File: config.mk
export PLATFORM = sky130hd
export DESIGN_NAME = fifo_rd_arbiter
export DESIGN_NICKNAME = d
export VERILOG_FILES = /design/src/rtl/fifo_rd_arbiter.sv
export SDC_FILE = /design/constraint.sdc
export NUM_CORES = 1
export LEC_CHECK = 0
export ABC_CLOCK_PERIOD_IN_PS = 3100
export CAP_MARGIN = 20
export CORE_MARGIN = 3
export CORE_UTILIZATION = 44
export CTS_BUF_LIST = sky130_fd_sc_hd__clkbuf_2 sky130_fd_sc_hd__clkbuf_4 sky130_fd_sc_hd__clkbuf_8
export DETAILED_ROUTE_END_ITERATION = 7
export PLACE_DENSITY = 0.74
export SYNTH_ARGS = -nofsm -noshare
export SYNTH_HDL_FRONTEND = slang
export SYNTH_SLANG_ARGS = --single-unit
File: constraint.sdc
create_clock -name clk_i -period 3.1 [get_ports clk_i]
set_clock_uncertainty 0.05 [all_clocks]
set_input_delay 0.62 -clock clk_i [delete_from_list [all_inputs] [get_ports clk_i]]
set_output_delay 0.62 -clock clk_i [all_outputs]
set_load 0.01 [all_outputs]
File: src/rtl/fifo_rd_arbiter.sv
// fifo_rd_arbiter: two-channel read-side scheduler for the sample FIFOs.
// Drains two channel FIFOs in bursts of up to BURST_LEN words into a single
// tagged output stream. Grant order is round-robin unless exactly one of two
// competing channels reports almost-full, which then wins. Read data arrives
// one cycle after the strobe and is parked in a 2-entry skid buffer that
// drives the output handshake.
//
// Ports:
//   clk_i                      single clock (FIFO read clock)
//   rst_i                      synchronous active-high reset
//   en_i[1:0]                  per-channel enable
//   clr_ovf_i                  clears the sticky overflow flags
//   chN_empty_i/a_full_i/full_i FIFO status flags of channel N
//   chN_rd_en_o                FIFO read strobe of channel N (combinational)
//   chN_data_i                 FIFO read data, valid the cycle after a strobe
//   out_valid_o/out_ready_i    output handshake
//   out_data_o/chan_o/last_o   output word, its source channel, end of burst
//   ovf_o[1:0]                 sticky per-channel overflow flags
//   busy_o                     high while a burst is being granted
module fifo_rd_arbiter #(
   parameter int DATA_WIDTH = 32,
   parameter int BURST_LEN  = 4,
   parameter int CNT_WIDTH  = 8
) (
   input  logic                  clk_i,
   input  logic                  rst_i,
   input  logic [1:0]            en_i,
   input  logic                  clr_ovf_i,
   input  logic                  ch0_empty_i,
   input  logic                  ch1_empty_i,
   input  logic                  ch0_a_full_i,
   input  logic                  ch1_a_full_i,
   input  logic                  ch0_full_i,
   input  logic                  ch1_full_i,
   output logic                  ch0_rd_en_o,
   output logic                  ch1_rd_en_o,
   input  logic [DATA_WIDTH-1:0] ch0_data_i,
   input  logic [DATA_WIDTH-1:0] ch1_data_i,
   output logic                  out_valid_o,
   input  logic                  out_ready_i,
   output logic [DATA_WIDTH-1:0] out_data_o,
   output logic                  out_chan_o,
   output logic                  out_last_o,
   output logic [1:0]            ovf_o,
   output logic                  busy_o
);

   typedef enum logic {ST_IDLE = 1'b0, ST_BURST = 1'b1} state_t;

   localparam logic [CNT_WIDTH-1:0] BURST_MAX = CNT_WIDTH'(BURST_LEN);

   state_t                 state_r, state_nxt_s;
   logic                   grant_r, grant_nxt_s;
   logic                   last_grant_r, last_grant_nxt_s;
   logic [CNT_WIDTH-1:0]   count_r, count_nxt_s;
   logic                   infl_r, infl_chan_r, infl_last_r;

   logic [DATA_WIDTH-1:0]  buf_data_r [2];
   logic [1:0]             buf_chan_r, buf_last_r;
   logic                   wr_ptr_r, rd_ptr_r;
   logic [1:0]             occ_r;
   logic [1:0]             ovf_r;

   logic [1:0]             elig_s;
   logic                   sel_s, g_en_s, g_empty_s;
   logic                   pop_s, space_s, strobe_s, last_tag_s, late_mark_s, cnt_hit_s;
   logic [2:0]             fill_s;
   logic [DATA_WIDTH-1:0]  cap_data_s;

   // Shared status terms: eligibility, granted-channel flags, buffer space.
   always_comb begin
      elig_s     = en_i & ~{ch1_empty_i, ch0_empty_i};
      g_en_s     = grant_r ? en_i[1] : en_i[0];
      g_empty_s  = grant_r ? ch1_empty_i : ch0_empty_i;
      pop_s      = (occ_r != 2'd0) && out_ready_i;
      // Words already buffered plus the one in flight, less the one leaving now.
      fill_s     = {1'b0, occ_r} + {2'b00, infl_r} - {2'b00, pop_s};
      space_s    = (fill_s < 3'd2);
      cnt_hit_s  = ((count_r + CNT_WIDTH'(1)) == BURST_MAX);
      cap_data_s = infl_chan_r ? ch1_data_i : ch0_data_i;
   end

   // Grant selection, burst sequencing and read-strobe generation.
   always_comb begin
      state_nxt_s      = state_r;
      grant_nxt_s      = grant_r;
      last_grant_nxt_s = last_grant_r;
      count_nxt_s      = count_r;
      sel_s            = 1'b0;
      strobe_s         = 1'b0;
      last_tag_s       = 1'b0;
      late_mark_s      = 1'b0;
      case (state_r)
         ST_IDLE: begin
            if (elig_s != 2'b00) begin
               if (elig_s == 2'b01) begin
                  sel_s = 1'b0;
               end else if (elig_s == 2'b10) begin
                  sel_s = 1'b1;
               end else if (ch0_a_full_i != ch1_a_full_i) begin
                  sel_s = ch1_a_full_i;
               end else begin
                  sel_s = ~last_grant_r;
               end
               state_nxt_s      = ST_BURST;
               grant_nxt_s      = sel_s;
               last_grant_nxt_s = sel_s;
               count_nxt_s      = '0;
            end else begin
               state_nxt_s = ST_IDLE;
            end
         end
         ST_BURST: begin
            strobe_s = g_en_s && !g_empty_s && space_s && (count_r < BURST_MAX);
            if (strobe_s) begin
               count_nxt_s = count_r + CNT_WIDTH'(1);
               last_tag_s  = cnt_hit_s;
               state_nxt_s = cnt_hit_s ? ST_IDLE : ST_BURST;
            end else if (g_empty_s || !g_en_s || (count_r >= BURST_MAX)) begin
               // Early exit: the most recent word of this grant becomes the last.
               state_nxt_s = ST_IDLE;
               late_mark_s = (count_r != '0);
            end else begin
               state_nxt_s = ST_BURST;
            end
         end
         default: begin
            state_nxt_s = ST_IDLE;
         end
      endcase
      // No FIFO may be read while the arbiter is being reset.
      if (rst_i) begin
         strobe_s = 1'b0;
      end else begin
         strobe_s = strobe_s;
      end
   end

   // FSM state, grant history and in-flight read tracking.
   always_ff @(posedge clk_i) begin
      if (rst_i) begin
         state_r      <= ST_IDLE;
         grant_r      <= 1'b0;
         last_grant_r <= 1'b1;
         count_r      <= '0;
         infl_r       <= 1'b0;
         infl_chan_r  <= 1'b0;
         infl_last_r  <= 1'b0;
      end else begin
         state_r      <= state_nxt_s;
         grant_r      <= grant_nxt_s;
         last_grant_r <= last_grant_nxt_s;
         count_r      <= count_nxt_s;
         infl_r       <= strobe_s;
         infl_chan_r  <= grant_r;
         infl_last_r  <= last_tag_s;
      end
   end

   // Two-entry skid buffer: capture read data, pop on handshake, late last marking.
   always_ff @(posedge clk_i) begin
      if (rst_i) begin
         buf_data_r[0] <= '0;
         buf_data_r[1] <= '0;
         buf_chan_r    <= 2'b00;
         buf_last_r    <= 2'b00;
         wr_ptr_r      <= 1'b0;
         rd_ptr_r      <= 1'b0;
         occ_r         <= 2'd0;
      end else begin
         if (infl_r) begin
            buf_data_r[wr_ptr_r] <= cap_data_s;
            buf_chan_r[wr_ptr_r] <= infl_chan_r;
            buf_last_r[wr_ptr_r] <= infl_last_r | late_mark_s;
            wr_ptr_r             <= ~wr_ptr_r;
         end else if (late_mark_s) begin
            // Only reachable after a space stall, so the tail is never the entry being popped.
            buf_last_r[~wr_ptr_r] <= 1'b1;
         end
         if (pop_s) begin
            rd_ptr_r <= ~rd_ptr_r;
         end
         occ_r <= occ_r + {1'b0, infl_r} - {1'b0, pop_s};
      end
   end

   // Sticky overflow flags; a set in the same cycle as a clear wins.
   always_ff @(posedge clk_i) begin
      if (rst_i) begin
         ovf_r <= 2'b00;
      end else begin
         ovf_r[0] <= ch0_full_i | (ovf_r[0] & ~clr_ovf_i);
         ovf_r[1] <= ch1_full_i | (ovf_r[1] & ~clr_ovf_i);
      end
   end

   assign ch0_rd_en_o = strobe_s && !grant_r;
   assign ch1_rd_en_o = strobe_s && grant_r;
   assign out_valid_o = (occ_r != 2'd0);
   assign out_data_o  = buf_data_r[rd_ptr_r];
   assign out_chan_o  = buf_chan_r[rd_ptr_r];
   assign out_last_o  = buf_last_r[rd_ptr_r];
   assign ovf_o       = ovf_r;
   assign busy_o      = (state_r == ST_BURST);

endmodule

Yosys cells after proc, flatten, opt, wreduce, memory -nomap -nowiden
Memory sizes are Yosys's and may differ from the RTL's. A register that Yosys moved wholly into a read port is not among the register bits.
Index checks and enable logic that the tools add are counted.
Operators by class
  $add $sub $neg: 5
  order comparisons: 8
  equal/unequal tests: 6
  mux-type cells: 41
  bitwise gates (word level): 14
  reductions and logical operators: 21
Operator list (count)
  $mux 32: 2
  $reduce_or 32->1: 1
  $mux 1: 29
  $mux 8: 2
  $pmux 8 s2: 1
  $add 8x1->8 const B: 1
  $eq 8x3->1 const B: 1
  $ge 8x3->1 const B: 1
  $logic_and 1x1->1: 8
  $lt 8x3->1 const B: 1
  $reduce_bool 8->1: 1
  $lt 1x2->1 const B: 3
  $not 1->1: 6
  $reduce_bool 2->1: 3
  $bwmux 2: 2
  $mux 2: 2
  $reduce_and 2->1: 2
  $add 2x1->3: 1
  $logic_not 1->1: 3
  $lt 3x2->1 const B: 1
  $or 1x1->1: 3
  $reduce_or 3->1: 1
  $sub 3x1->3: 1
  $add 2x1->2: 1
  other kinds (14): 18
Storage, ports and cells
  register bits after elaboration: 24
  RAM bits: 64
  output and inout bits: 40
  memories kept: 1
Memories
  buf_data_r: depth 2, width 32, rd ports 1, clocked after Yosys merged registers in 1, write ports 2, RTL line 58  | logic [DATA_WIDTH-1:0] buf_data_r [2];

Longest topological paths before layout
Gate-level depths: netlist of run 1.
  word-level depth: 11
  gate-level depth with buffers: 13

Worst setup path after synthesis of run 1
OpenSTA, ideal clock, no wires.
  kind: reg2out
  start point: register occ_r[1]
  end point: output ch1_rd_en_o
  arrival time: 2.518 ns
  setup slack: -0.088 ns
  stages on the path, launching flop included: 14
  buffers on the path: 0
  cells stage by stage: dfxtp_1 > or2_2 > and2_1 > ha_1 > inv_1 > ha_1 > inv_1 > fa_1 > xnor2_1 > nand3_1 > nor3_4 > nand2b_1 > inv_2 > and2_1
On the way
  longest elaborated chain between the ends: 9
  elaborated cells between the ends (all ways): 10
  classes of those cells: 2 x add/sub; 1 x order compare; 2 x mux; 5 x reduce/logical
Ends and longest elaborated chain
  from (decl): RTL line 61  | logic [1:0] occ_r;
  from (signal assigned): RTL line 183  | occ_r <= occ_r + {1'b0, infl_r} - {1'b0, pop_s};
  $reduce_bool 2->1
  named net out_valid_o: RTL line 39  | output logic out_valid_o,
  $logic_and 1x1->1: RTL line 75  | pop_s = (occ_r != 2'd0) && out_ready_i;
  named net pop_s: RTL line 66  | logic pop_s, space_s, strobe_s, last_tag_s, late_mark_s, cnt_hit_s;
  $sub 3x1->3: RTL line 77  | fill_s = {1'b0, occ_r} + {2'b00, infl_r} - {2'b00, pop_s};
  $lt 3x2->1: RTL line 78  | space_s = (fill_s < 3'd2);
  $logic_and 1x1->1 (2 in a row): RTL line 114  | strobe_s = g_en_s && !g_empty_s && space_s && (count_r < BURST_MAX);
  $mux 1: RTL line 93  | case (state_r)
  $mux 1: RTL line 132  | if (rst_i) begin
  $logic_and 1x1->1: RTL line 198  | assign ch1_rd_en_o = strobe_s && grant_r;
  to (decl): RTL line 36  | output logic ch1_rd_en_o,
The timed path passes the listed nets, and every way through them passes these cells.

Final worst setup path of run 1
  start point: register occ_r[1]
  end point: output ch1_rd_en_o
On the way
  longest elaborated chain between the ends: 9
  elaborated cells between the ends (all ways): 10
  classes of those cells: 2 x add/sub; 1 x order compare; 2 x mux; 5 x reduce/logical
Ends and longest elaborated chain (RTL line)
  $reduce_bool 2->1: 75
  $logic_and 1x1->1: 75
  named net pop_s: 66
  $sub 3x1->3: 77
  $lt 3x2->1: 78
  $logic_and 1x1->1 (2 in a row): 114
  $mux 1: 93
  $mux 1: 132
  $logic_and 1x1->1: 198
The timed path passes the listed nets, and every way through them passes these cells.

==> results.json, run 1 <==
{
  "r2r_end": "busy_o",
  "synth-warning-count": 0,
  "antenna_found_initial": 0,
  "grtUsageMet2": 0.306,
  "crit_required_ns": 2.43,
  "ys_ff_latch": 89,
  "synth_area_um2": 4030,
  "wirelength_mm": 8.73,
  "max_freq_mhz": 286,
  "outcome": "complete, but fails checks",
  "final_nets": 550,
  "tritoncts": "yes",
  "area_growth_syn_to_layout_pct": 42.1,
  "coreArea_um2": 8810,
  "fillCellCount": 691,
  "drive_gt1_frac": 0.205,
  "hold_viol": 0,
  "gr-total-overflow": 0,
  "place_congestion": 0.839,
  "grt_util_met1": 0.207,
  "clkLatencyLatePin_ns": 0.34,
  "dp_hpwl_mm": 5.94,
  "cts_hold_buffers": 0,
  "use_met3": 0.0386,
  "max_cap_violations": 0,
  "grt_pass1_vias": 2895,
  "clkTransAtPathRegs_ns": 0.09,
  "yosysSeqAreaShare": 0.602,
  "synthDistinctLibCells": 38,
  "place_area_um2": 5390,
  "boundaryPins": 116,
  "async_reset_ff_frac": 0,
  "setup_viol": 2,
  "viasPerCell": 5.03,
  "clock-root-buffer": "clkbuf_8",
  "first_pass_iters": 4,
  "syn_area_per_cell_um2": 12.0,
  "initial_core_util": 0.457,
  "diodes": 0,
  "synthTopCellsByArea": "edfxtp_1 (48%), dfxtp_1 (12%), mux2_2 (9.5%), mux2i_1 (8.0%), nor2_1 (7.4%)",
  "dr_total_vias": 2926,
  "multi_input_area_um2": 1540,
  "synth_top_area_frac": 0.477,
  "end_kind": "primary output",
  "slew-limit-headroom": 0.633,
  "final_cell_area_um2": 5720,
  "critPathLaunch": "occ_r[1]",
  "syn_nets": 416,
  "numPortBuffers": 115,
  "grt_max_degree": 34,
  "cp_max_fo": 3,
  "finalWorstSetupSlack_ns": -0.391,
  "final_cell_count_no_fill": 582,
  "violations": "negative setup slack",
  "worstHoldPathCells": 2,
  "critPathCapture": "ch1_rd_en_o",
  "die_y_um": 102,
  "drv_slew": 0,
  "grt_busiest_layer": "met2",
  "period_needed_ns": 3.49,
  "synth_flop_cell": "edfxtp_1",
  "antenna_left": 0,
  "clock_path_buffers": 2,
  "power_mw": 3.29,
  "postSynthCellCount": 335,
  "worstPathArrival_ns": 2.82,
  "timing.hold.ws_ns": 0.432,
  "dp_cells": 553,
  "cts-buffers-inserted": 9,
  "drc": 0,
  "clock-sinks": 89,
  "htree_num_levels": 3,
  "die_w_um": 102,
  "dieArea_um2": 10300,
  "rows": 34,
  "holdCritPathClass": "reg -> reg",
  "leakage_nw": 2.15,
  "reg2regPathDepth": 18,
  "start_kind": "flip-flop",
  "dp_slack_ns": -0.991,
  "grt_use_total": 0.172,
  "rrSetupSlack_ns": 0.17,
  "wl_per_cell_um": 15.0,
  "synthMostInstantiatedCell": "nor2_1",
  "rsz0062_at_grt": "true",
  "synth_edf_count": 64,
  "yosysTopAreaCell": "edfxtp_1",
  "grt_pass1_wl_mm": 13.8,
  "peakVddDrop_mv": 0.288,
  "worstSetupPathType": "reg -> out",
  "r2r_start": "occ_r[1]",
  "drt_iter0_markers": 95,
  "max_slew.worst_pin.slew_ns": 0.550,
  "finalCritPeriodShare": 1.13,
  "synth_commonest_cells": "nor2_1 (79), edfxtp_1 (64), mux2_2 (34), mux2i_1 (32), dfxtp_1 (25)",
  "power_density_nw_per_um2": 576,
  "seq_area_um2": 2430
}
-- worst max-delay path, stage by stage, from the launching register on --
cell and delay (ns):
dfxtp_2 0.33, or2_4 0.24, and2_4 0.15, ha_4 0.21, inv_2 0.06, ha_4 0.12, inv_2 0.04, fa_2 0.38
xnor2_2 0.22, nand3_2 0.13, nor3_4 0.20, nand2b_1 0.13, inv_2 0.07, and2_4 0.13, buf_6 0.09
-- sequential cells by signal, indices dropped and copies added (netlist names), named ones only --
name          flops
buf_chan_r        2
buf_data_r       64
buf_last_r        2
busy_o            1
count_r           8
grant_r           1
infl_chan_r       1
infl_last_r       1
infl_r            1
last_grant_r      1
occ_r             2
ovf_o             2
rd_ptr_r          1
wr_ptr_r          1
-- where the power goes --
part / internal (mW) / switching (mW) / leakage [nW] / total [mW]
registers: 1.35 / 0.0335 / 0.867 / 1.39
clock network: 0.377 / 0.390 / 0.0948 / 0.767
logic: 0.695 / 0.446 / 1.19 / 1.14
-- logic make-up (layout without fill, tap and decap cells) --
logic type               Yosys count  in the layout  synth area share
buffers and inverters             32            171            0.0308
multiplexers                      66             66             0.175
AND/OR/NAND/NOR                  114            114             0.128
AO/OA/AOI/OAI                     25             25            0.0389
XOR/XNOR                           4              4           0.00870
flip-flops                        89             89             0.602
adder cells (fa/ha/maj)            5              5            0.0174
-- worst min path at each step --
stage	start	endpoint	slack, ns
after floorplan	count_r[5]	count_r[5]	0.40
after global placement	buf_chan_r[1]	buf_chan_r[1]	0.41
after detailed placement	count_r[5]	count_r[5]	0.42
after CTS	buf_chan_r[1]	buf_chan_r[1]	0.43
after global routing	buf_chan_r[0]	buf_chan_r[0]	0.46
final	buf_chan_r[1]	buf_chan_r[1]	0.43
-- area by class of cell --
| class | instances | area share |
|---|---|---|
| Clock buffer | 10 | 0.0230 |
| Clock inverter | 6 | 0.0103 |
| Sequential cell | 89 | 0.424 |
| Multi-Input combinational cell | 214 | 0.268 |
| Inverter | 14 | 0.00919 |
| Tap cell | 108 | 0.0236 |
| Timing Repair Buffer | 141 | 0.241 |
-- repair_timing --
action | 4_1_cts | 5_1_grt
endpoints found under the setup margin | 2 | 3
pin swaps | 6 | 10
gates resized for setup | 17 | 4
buffers inserted | 12 | 3
endpoints found under the hold margin | 0 | 0
-- per-layer routing --
layer  wire (um)  part of all wire
met1        3550              0.41
met2        4440              0.51
met3         656             0.075
met4          91             0.010
met5           0                 0
-- placed cells by master, fill, tap and decap left out, types with 3 or more instances in the layout --
cell type | netlist | layout
clkdlybuf4s50_1 | 0 | 112
inv_1 | 12 | 10
nand2b_1 | 3 | 3
nor2b_1 | 3 | 3
xnor2_1 | 4 | 3
edfxtp_1 | 64 | 64
a21o_1 | 4 | 4
dfxtp_1 | 25 | 21
and2_1 | 7 | 5
clkbuf_8 | 0 | 9
mux2i_1 | 32 | 32
inv_2 | 2 | 4
o22ai_1 | 3 | 3
a21oi_1 | 6 | 6
mux2_2 | 34 | 34
buf_4 | 0 | 23
nor2_1 | 79 | 79
dfxtp_2 | 0 | 4
nand2_1 | 8 | 7
buf_12 | 0 | 3
o21ai_0 | 6 | 6
-- stage by stage --
| step | utilization | TNS [ns] |
|---|---|---|
| 4_1_cts | 0.647 | -0.597 |
| 6_report | 0.649 | -0.746 |
| 5_1_grt | 0.649 | -1.03 |
| 3_3_place_gp | 0.612 | -1.78 |
| 2_1_floorplan | - | 0 |
| 3_5_place_dp | 0.612 | -1.94 |
Note: power is estimated with default switching activity, not from simulation.
==> inputs of run 2 (changes only) <==
Settings changed: ABC_CLOCK_PERIOD_IN_PS 3100 to 2900.
Clock period 3.1 ns to 2.9 ns, I/O delays scaled along.
==> run 2 against run 1 <==
  * The flow still finishes with violations (negative setup slack)
  * Die area stayed put
  * Worst setup slack got worse by 0.022 ns
  * Sequential cell count stayed put
  * Sequential share of layout area increased by 0.12 points
  * Critical path depth decreased by 1
  * Design area shrank 0.28%
  * Global-route usage about the same
==> results.json, run 2 (same netlist as run 1, synthesis figures left out) <==
{
  "power_density_nw_per_um2": 605,
  "clkLatencyLatePin_ns": 0.35,
  "rrSetupSlack_ns": 0.40,
  "leakage_nw": 2.15,
  "clkTransAtPathRegs_ns": 0.09,
  "violations": "negative setup slack",
  "clock-sinks": 89,
  "drt_iter0_markers": 72,
  "gr-total-overflow": 0,
  "critPathLaunch": "occ_r[1]",
  "peakVddDrop_mv": 0.560,
  "cp_max_fo": 3,
  "rsz0062_at_grt": "true",
  "final_nets": 549,
  "tritoncts": "yes",
  "r2r_start": "occ_r[1]",
  "top_register": "buf_data_r",
  "holdCritPathClass": "reg -> reg",
  "grt_max_degree": 28,
  "initial_core_util": 0.457,
  "crit_top_cell": "inv_2",
  "die_w_um": 102,
  "drc": 0,
  "grt_pass1_vias": 2960,
  "finalCritPeriodShare": 1.14,
  "worstPathArrival_ns": 2.68,
  "critPathCapture": "ch1_rd_en_o",
  "die_y_um": 102,
  "r2r_end": "busy_o",
  "final_cell_count_no_fill": 581,
  "area_growth_syn_to_layout_pct": 41.7,
  "slew-limit-headroom": 0.655,
  "wirelength_mm": 8.81,
  "crit_required_ns": 2.27,
  "dieArea_um2": 10300,
  "hold_viol": 0,
  "dp_cells": 561,
  "finalWorstSetupSlack_ns": -0.413,
  "period_needed_ns": 3.31,
  "worstSetupPathType": "reg -> out",
  "setup_viol": 2,
  "viasPerCell": 5.08,
  "max_slew.worst_pin.slew_ns": 0.518,
  "largest_reg_flops": 64,
  "max_cap_violations": 0,
  "reg2regPathDepth": 13,
  "end_kind": "primary output",
  "boundaryPins": 116,
  "reg_top3": "buf_data_r: 64 flops, count_r: 8 flops",
  "rows": 34,
  "first_pass_iters": 5,
  "antenna_left": 0,
  "grt_pass1_wl_mm": 13.9,
  "mostFrequentLayoutCell": "clkdlybuf4s50_1",
  "antenna_found_initial": 0,
  "cts-buffers-inserted": 9,
  "hp-start": "buf_chan_r[1]",
  "diodes": 0,
  "grt_use_total": 0.173,
  "wl_per_cell_um": 15.2,
  "path_cells": "or2_4 -> and2_4 -> ha_4 -> inv_2 -> ha_4 -> inv_2 -> fa_2 -> nand3_2 -> nor3_4 -> nand2b_1 -> inv_2 -> and2_4 -> buf_6",
  "fillCellCount": 721,
  "clock-root-buffer": "clkbuf_8",
  "coreArea_um2": 8810,
  "cpMaxStageDelayCell": "fa_2",
  "dp_slack_ns": -1.03,
  "drive_gt1_frac": 0.199,
  "slowest_delay_ns": 0.53,
  "clock_path_buffers": 2,
  "dr_total_vias": 2949,
  "htree_num_levels": 3,
  "numPortBuffers": 115,
  "dp_hpwl_mm": 6.38,
  "drv_slew": 0,
  "outcome": "complete, but fails checks",
  "place_congestion": 0.779,
  "mostFrequentLayoutCells": "clkdlybuf4s50_1 (112), nor2_1 (79), edfxtp_1 (64), mux2_2 (34), mux2i_1 (32)",
  "power_mw": 3.45,
  "worstHoldPathCells": 2,
  "start_kind": "flip-flop",
  "max_freq_mhz": 302
}
==> run 2: repair_timing <==
action                                  in CTS  in global routing
hold buffers                                 0                  0
resized for setup                           10                  0
buffers inserted                             3                  1
hold endpoints to repair                     0                  0
endpoints found under the setup margin       2                  2
pin swaps                                    7                  0
==> run 2: final cells by class <==
type	count	area [um2]	area share
flip-flops and latches	89	2430	0.426
multi-input cells	214	1530	0.268
repair buffers	140	1360	0.238
clock buffers	10	138	0.0241
well taps	108	135	0.0237
clock inverters	6	65.1	0.0114
inverters	14	52.6	0.00921
==> run 2: worst min-delay path by stage <==
stage                    end  slack (ns)
2_1_floorplan     count_r[5]        0.40
3_3_place_gp   buf_chan_r[1]        0.41
3_5_place_dp   buf_chan_r[1]        0.42
4_1_cts        buf_chan_r[1]        0.43
5_1_grt           count_r[5]        0.46
6_report       buf_chan_r[1]        0.43
==> run 2: report_power, final <==
group | internal [mW] | leakage (nW) | total [mW] | switching [mW]
combinational | 0.670 | 1.18 | 1.10 | 0.425
clock | 0.425 | 0.103 | 0.860 | 0.435
sequential | 1.44 | 0.866 | 1.49 | 0.0494
total | 2.54 | 2.15 | 3.45 | 0.909
==> run 2: stage by stage <==
stage          cell area [um2]  TNS [ns]   util  hold WS [ns]
2_1_floorplan             4080    -0.137      -         0.396
6_report                  5700    -0.773  0.648         0.431
3_5_place_dp              5480     -2.34  0.622         0.418
4_1_cts                   5700    -0.846  0.647         0.433
3_3_place_gp              5480     -2.13  0.622         0.409
5_1_grt                   5700     -1.06  0.648         0.464
==> run 2: layer usage <==
layer  routed length (um)  track usage  vias to the layer above
met1                 3730        0.211                     1408
met3                  594       0.0468                       13
li1                     -            -                     1436
met4                  106       0.0521                        0
met5                    0            0                        -
met2                 4380        0.299                       92
==> run 2: worst max-delay path: cells and delay by family, from the launching register on <==
family | cells | cell delay (ns)
adders and majority gates | 3 | 0.87
buffers and inverters | 4 | 0.25
DFF | 1 | 0.34
and+or+nand+nor | 6 | 0.88
==> inputs of run 3 (changes only) <==
Settings changed: CORE_ASPECT_RATIO set to 0.5, GPL_TIMING_DRIVEN set to 0.
==> run 3 against run 2 <==
  * The run still ends with negative setup slack left
  * Hold slack gained 0.0012 ns
  * Sequential power is essentially flat
  * Sequential cell count is the same
  * First-iteration DRC count grew 150%
  * Power grew 2.5%
  * Critical endpoint unchanged
==> results.json, run 3 (same netlist as run 1, synthesis figures left out) <==
{
  "fillCellCount": 653,
  "antenna_left": 0,
  "dieArea_um2": 10400,
  "viasPerCell": 4.91,
  "mostFrequentLayoutCells": "clkdlybuf4s50_1 (112), nor2_1 (79), edfxtp_1 (64), mux2_2 (34), mux2i_1 (32)",
  "power_mw": 3.54,
  "clkLatencyLatePin_ns": 0.36,
  "top_register": "buf_data_r",
  "clock-root-buffer": "clkbuf_8",
  "setup_viol": 2,
  "drive_gt1_frac": 0.171,
  "diodes": 0,
  "multi_input_area_um2": 1530,
  "pwr-share-seq": 0.419,
  "numPortBuffers": 115,
  "wl_per_cell_um": 14.9,
  "wirelength_mm": 8.73,
  "gr-total-overflow": 0,
  "crit_required_ns": 2.27,
  "slowest_delay_ns": 0.55,
  "clock-sinks": 89,
  "p_switching_uw": 907,
  "start_kind": "flip-flop",
  "mostFrequentLayoutCell": "clkdlybuf4s50_1",
  "power.internal_mw": 2.63,
  "drc": 0,
  "timing.hold.ws_ns": 0.432,
  "crit_buf_inv": 4,
  "worstSetupPathType": "reg -> out",
  "finalWorstSetupSlack_ns": -0.446,
  "max_cap_violations": 0,
  "dp_hpwl_mm": 6.37,
  "rows": 23,
  "dp_slack_ns": -1.18,
  "routed.top_layer": "met4",
  "dr_total_vias": 2880,
  "met1_length_mm": 3.52,
  "slew-limit-headroom": 0.455,
  "path_cells": "or2_4 -> and2_4 -> ha_4 -> inv_2 -> ha_4 -> inv_2 -> fa_2 -> nand3_2 -> nor3_4 -> nand2b_1 -> inv_2 -> and2_4 -> buf_6",
  "grt_pass1_wl_mm": 14.0,
  "grt_pass1_vias": 2981,
  "max_slew.worst_pin.slew_ns": 0.818,
  "cpMaxStageDelayCell": "fa_2",
  "p_clk_frac": 0.285,
  "clkTransAtPathRegs_ns": 0.09,
  "boundaryPins": 116,
  "htree_num_levels": 3,
  "tns_ns": -0.844,
  "final_nets": 550,
  "largest_reg_flops": 64,
  "holdCritPathClass": "reg -> reg",
  "peakVddDrop_mv": 0.335,
  "tritoncts": "yes",
  "p_sw_frac": 0.257,
  "drt_iter0_markers": 179,
  "cts_hold_buffers": 0,
  "r2r_end": "count_r[6]",
  "clock_path_buffers": 2,
  "grt_use_total": 0.173,
  "cp_max_fo": 3,
  "place_congestion": 0.811,
  "power_density_nw_per_um2": 622,
  "rrSetupSlack_ns": 0.30,
  "met2_length_mm": 4.77,
  "die_y_um": 73.6,
  "die_w_um": 141,
  "finalCritPeriodShare": 1.15,
  "cts-buffers-inserted": 9,
  "end_kind": "primary output",
  "reg_top3": "buf_data_r: 64 flops, count_r: 8 flops",
  "cp_top_family": "simple AND/OR/NAND/NOR gates",
  "period_needed_ns": 3.35,
  "outcome": "complete, but fails checks",
  "critPathLaunch": "occ_r[1]",
  "reg2regPathDepth": 13,
  "antenna_found_initial": 0,
  "violations": "negative setup slack",
  "p_comb_frac": 0.296,
  "critPathCapture": "ch1_rd_en_o",
  "initial_core_util": 0.477,
  "first_pass_iters": 5,
  "met3WireLength_um": 341,
  "rsz0062_at_grt": "true",
  "coreArea_um2": 8430,
  "hold_viol": 0,
  "area_growth_syn_to_layout_pct": 41.3,
  "worstPathArrival_ns": 2.72,
  "cp.depth": 13,
  "leakage_nw": 2.12,
  "drv_slew": 0,
  "max_freq_mhz": 299,
  "r2r_start": "occ_r[1]",
  "crit_top_cell": "inv_2",
  "grt_max_degree": 34,
  "seq_area_um2": 2430
}
-- run 3: changes by cell type in the layout (fill, tap and decap cells not counted), sizes merged --
cell / previous run / this run
buf: 27 / 19
clkbuf: 10 / 18
bufinv: 1 / 3
clkinv: 2 / 1
clkinvlp: 1 / 2
inv: 16 / 15
-- run 3: how the worst min path moves through the flow --
stage	startpoint	end	slack [ns]	cells after the start
3_3_place_gp	buf_chan_r[1]	buf_chan_r[1]	0.41	2
3_5_place_dp	buf_chan_r[1]	buf_chan_r[1]	0.42	2
6_report	buf_chan_r[1]	buf_chan_r[1]	0.43	2
4_1_cts	buf_chan_r[1]	buf_chan_r[1]	0.44	2
2_1_floorplan	count_r[5]	count_r[5]	0.40	1
5_1_grt	count_r[5]	count_r[5]	0.47	1
-- run 3: what timing repair did --
| item | in CTS | in global routing |
|---|---|---|
| buffers inserted | 5 | 2 |
| pin swaps | 5 | 1 |
| setup endpoints to repair | 32 | 2 |
| resized for setup | 13 | 0 |
-- run 3: layout make-up --
class	instances	share of cell area
timing repair buffer	123	0.216
clock buffer	9	0.0218
multi-input combinational	214	0.268
inverter	14	0.00924
sequential	89	0.427
buffer	18	0.0132
clock inverter	7	0.0207
tap	112	0.0246
-- run 3: per-layer routing --
| layer | vias to the layer above | track usage |
|---|---|---|
| met1 | 1378 | 0.192 |
| met4 | 0 | 0.0473 |
| met2 | 54 | 0.329 |
| met5 | - | 0 |
| met3 | 12 | 0.0501 |
| li1 | 1436 | - |
-- run 3: metrics by stage --
step | utilization | instance area (um2) | std cells
2_1_floorplan | - | 4080 | 335
3_3_place_gp | 0.637 | 5370 | 562
3_5_place_dp | 0.640 | 5400 | 563
4_1_cts | 0.673 | 5670 | 584
5_1_grt | 0.675 | 5690 | 586
6_report | 0.675 | 5690 | 586
-- run 3: power by group through the flow --
| stage | Combinational [mW] | Sequential (mW) | Clock (mW) |
|---|---|---|---|
| floorplan | 0.544 | 1.51 | 0 |
| global placement | 0.960 | 1.51 | 0 |
| detailed placement | 0.983 | 1.52 | 0 |
| CTS | 1.04 | 1.48 | 1.02 |
| global route | 1.12 | 1.49 | 1.09 |
| finish | 1.05 | 1.48 | 1.01 |
-- run 3: worst min-delay path: stages (launching register included) --
cell and delay, ns:
dfxtp_1 0.32, inv_1 0.05, o22ai_1 0.07
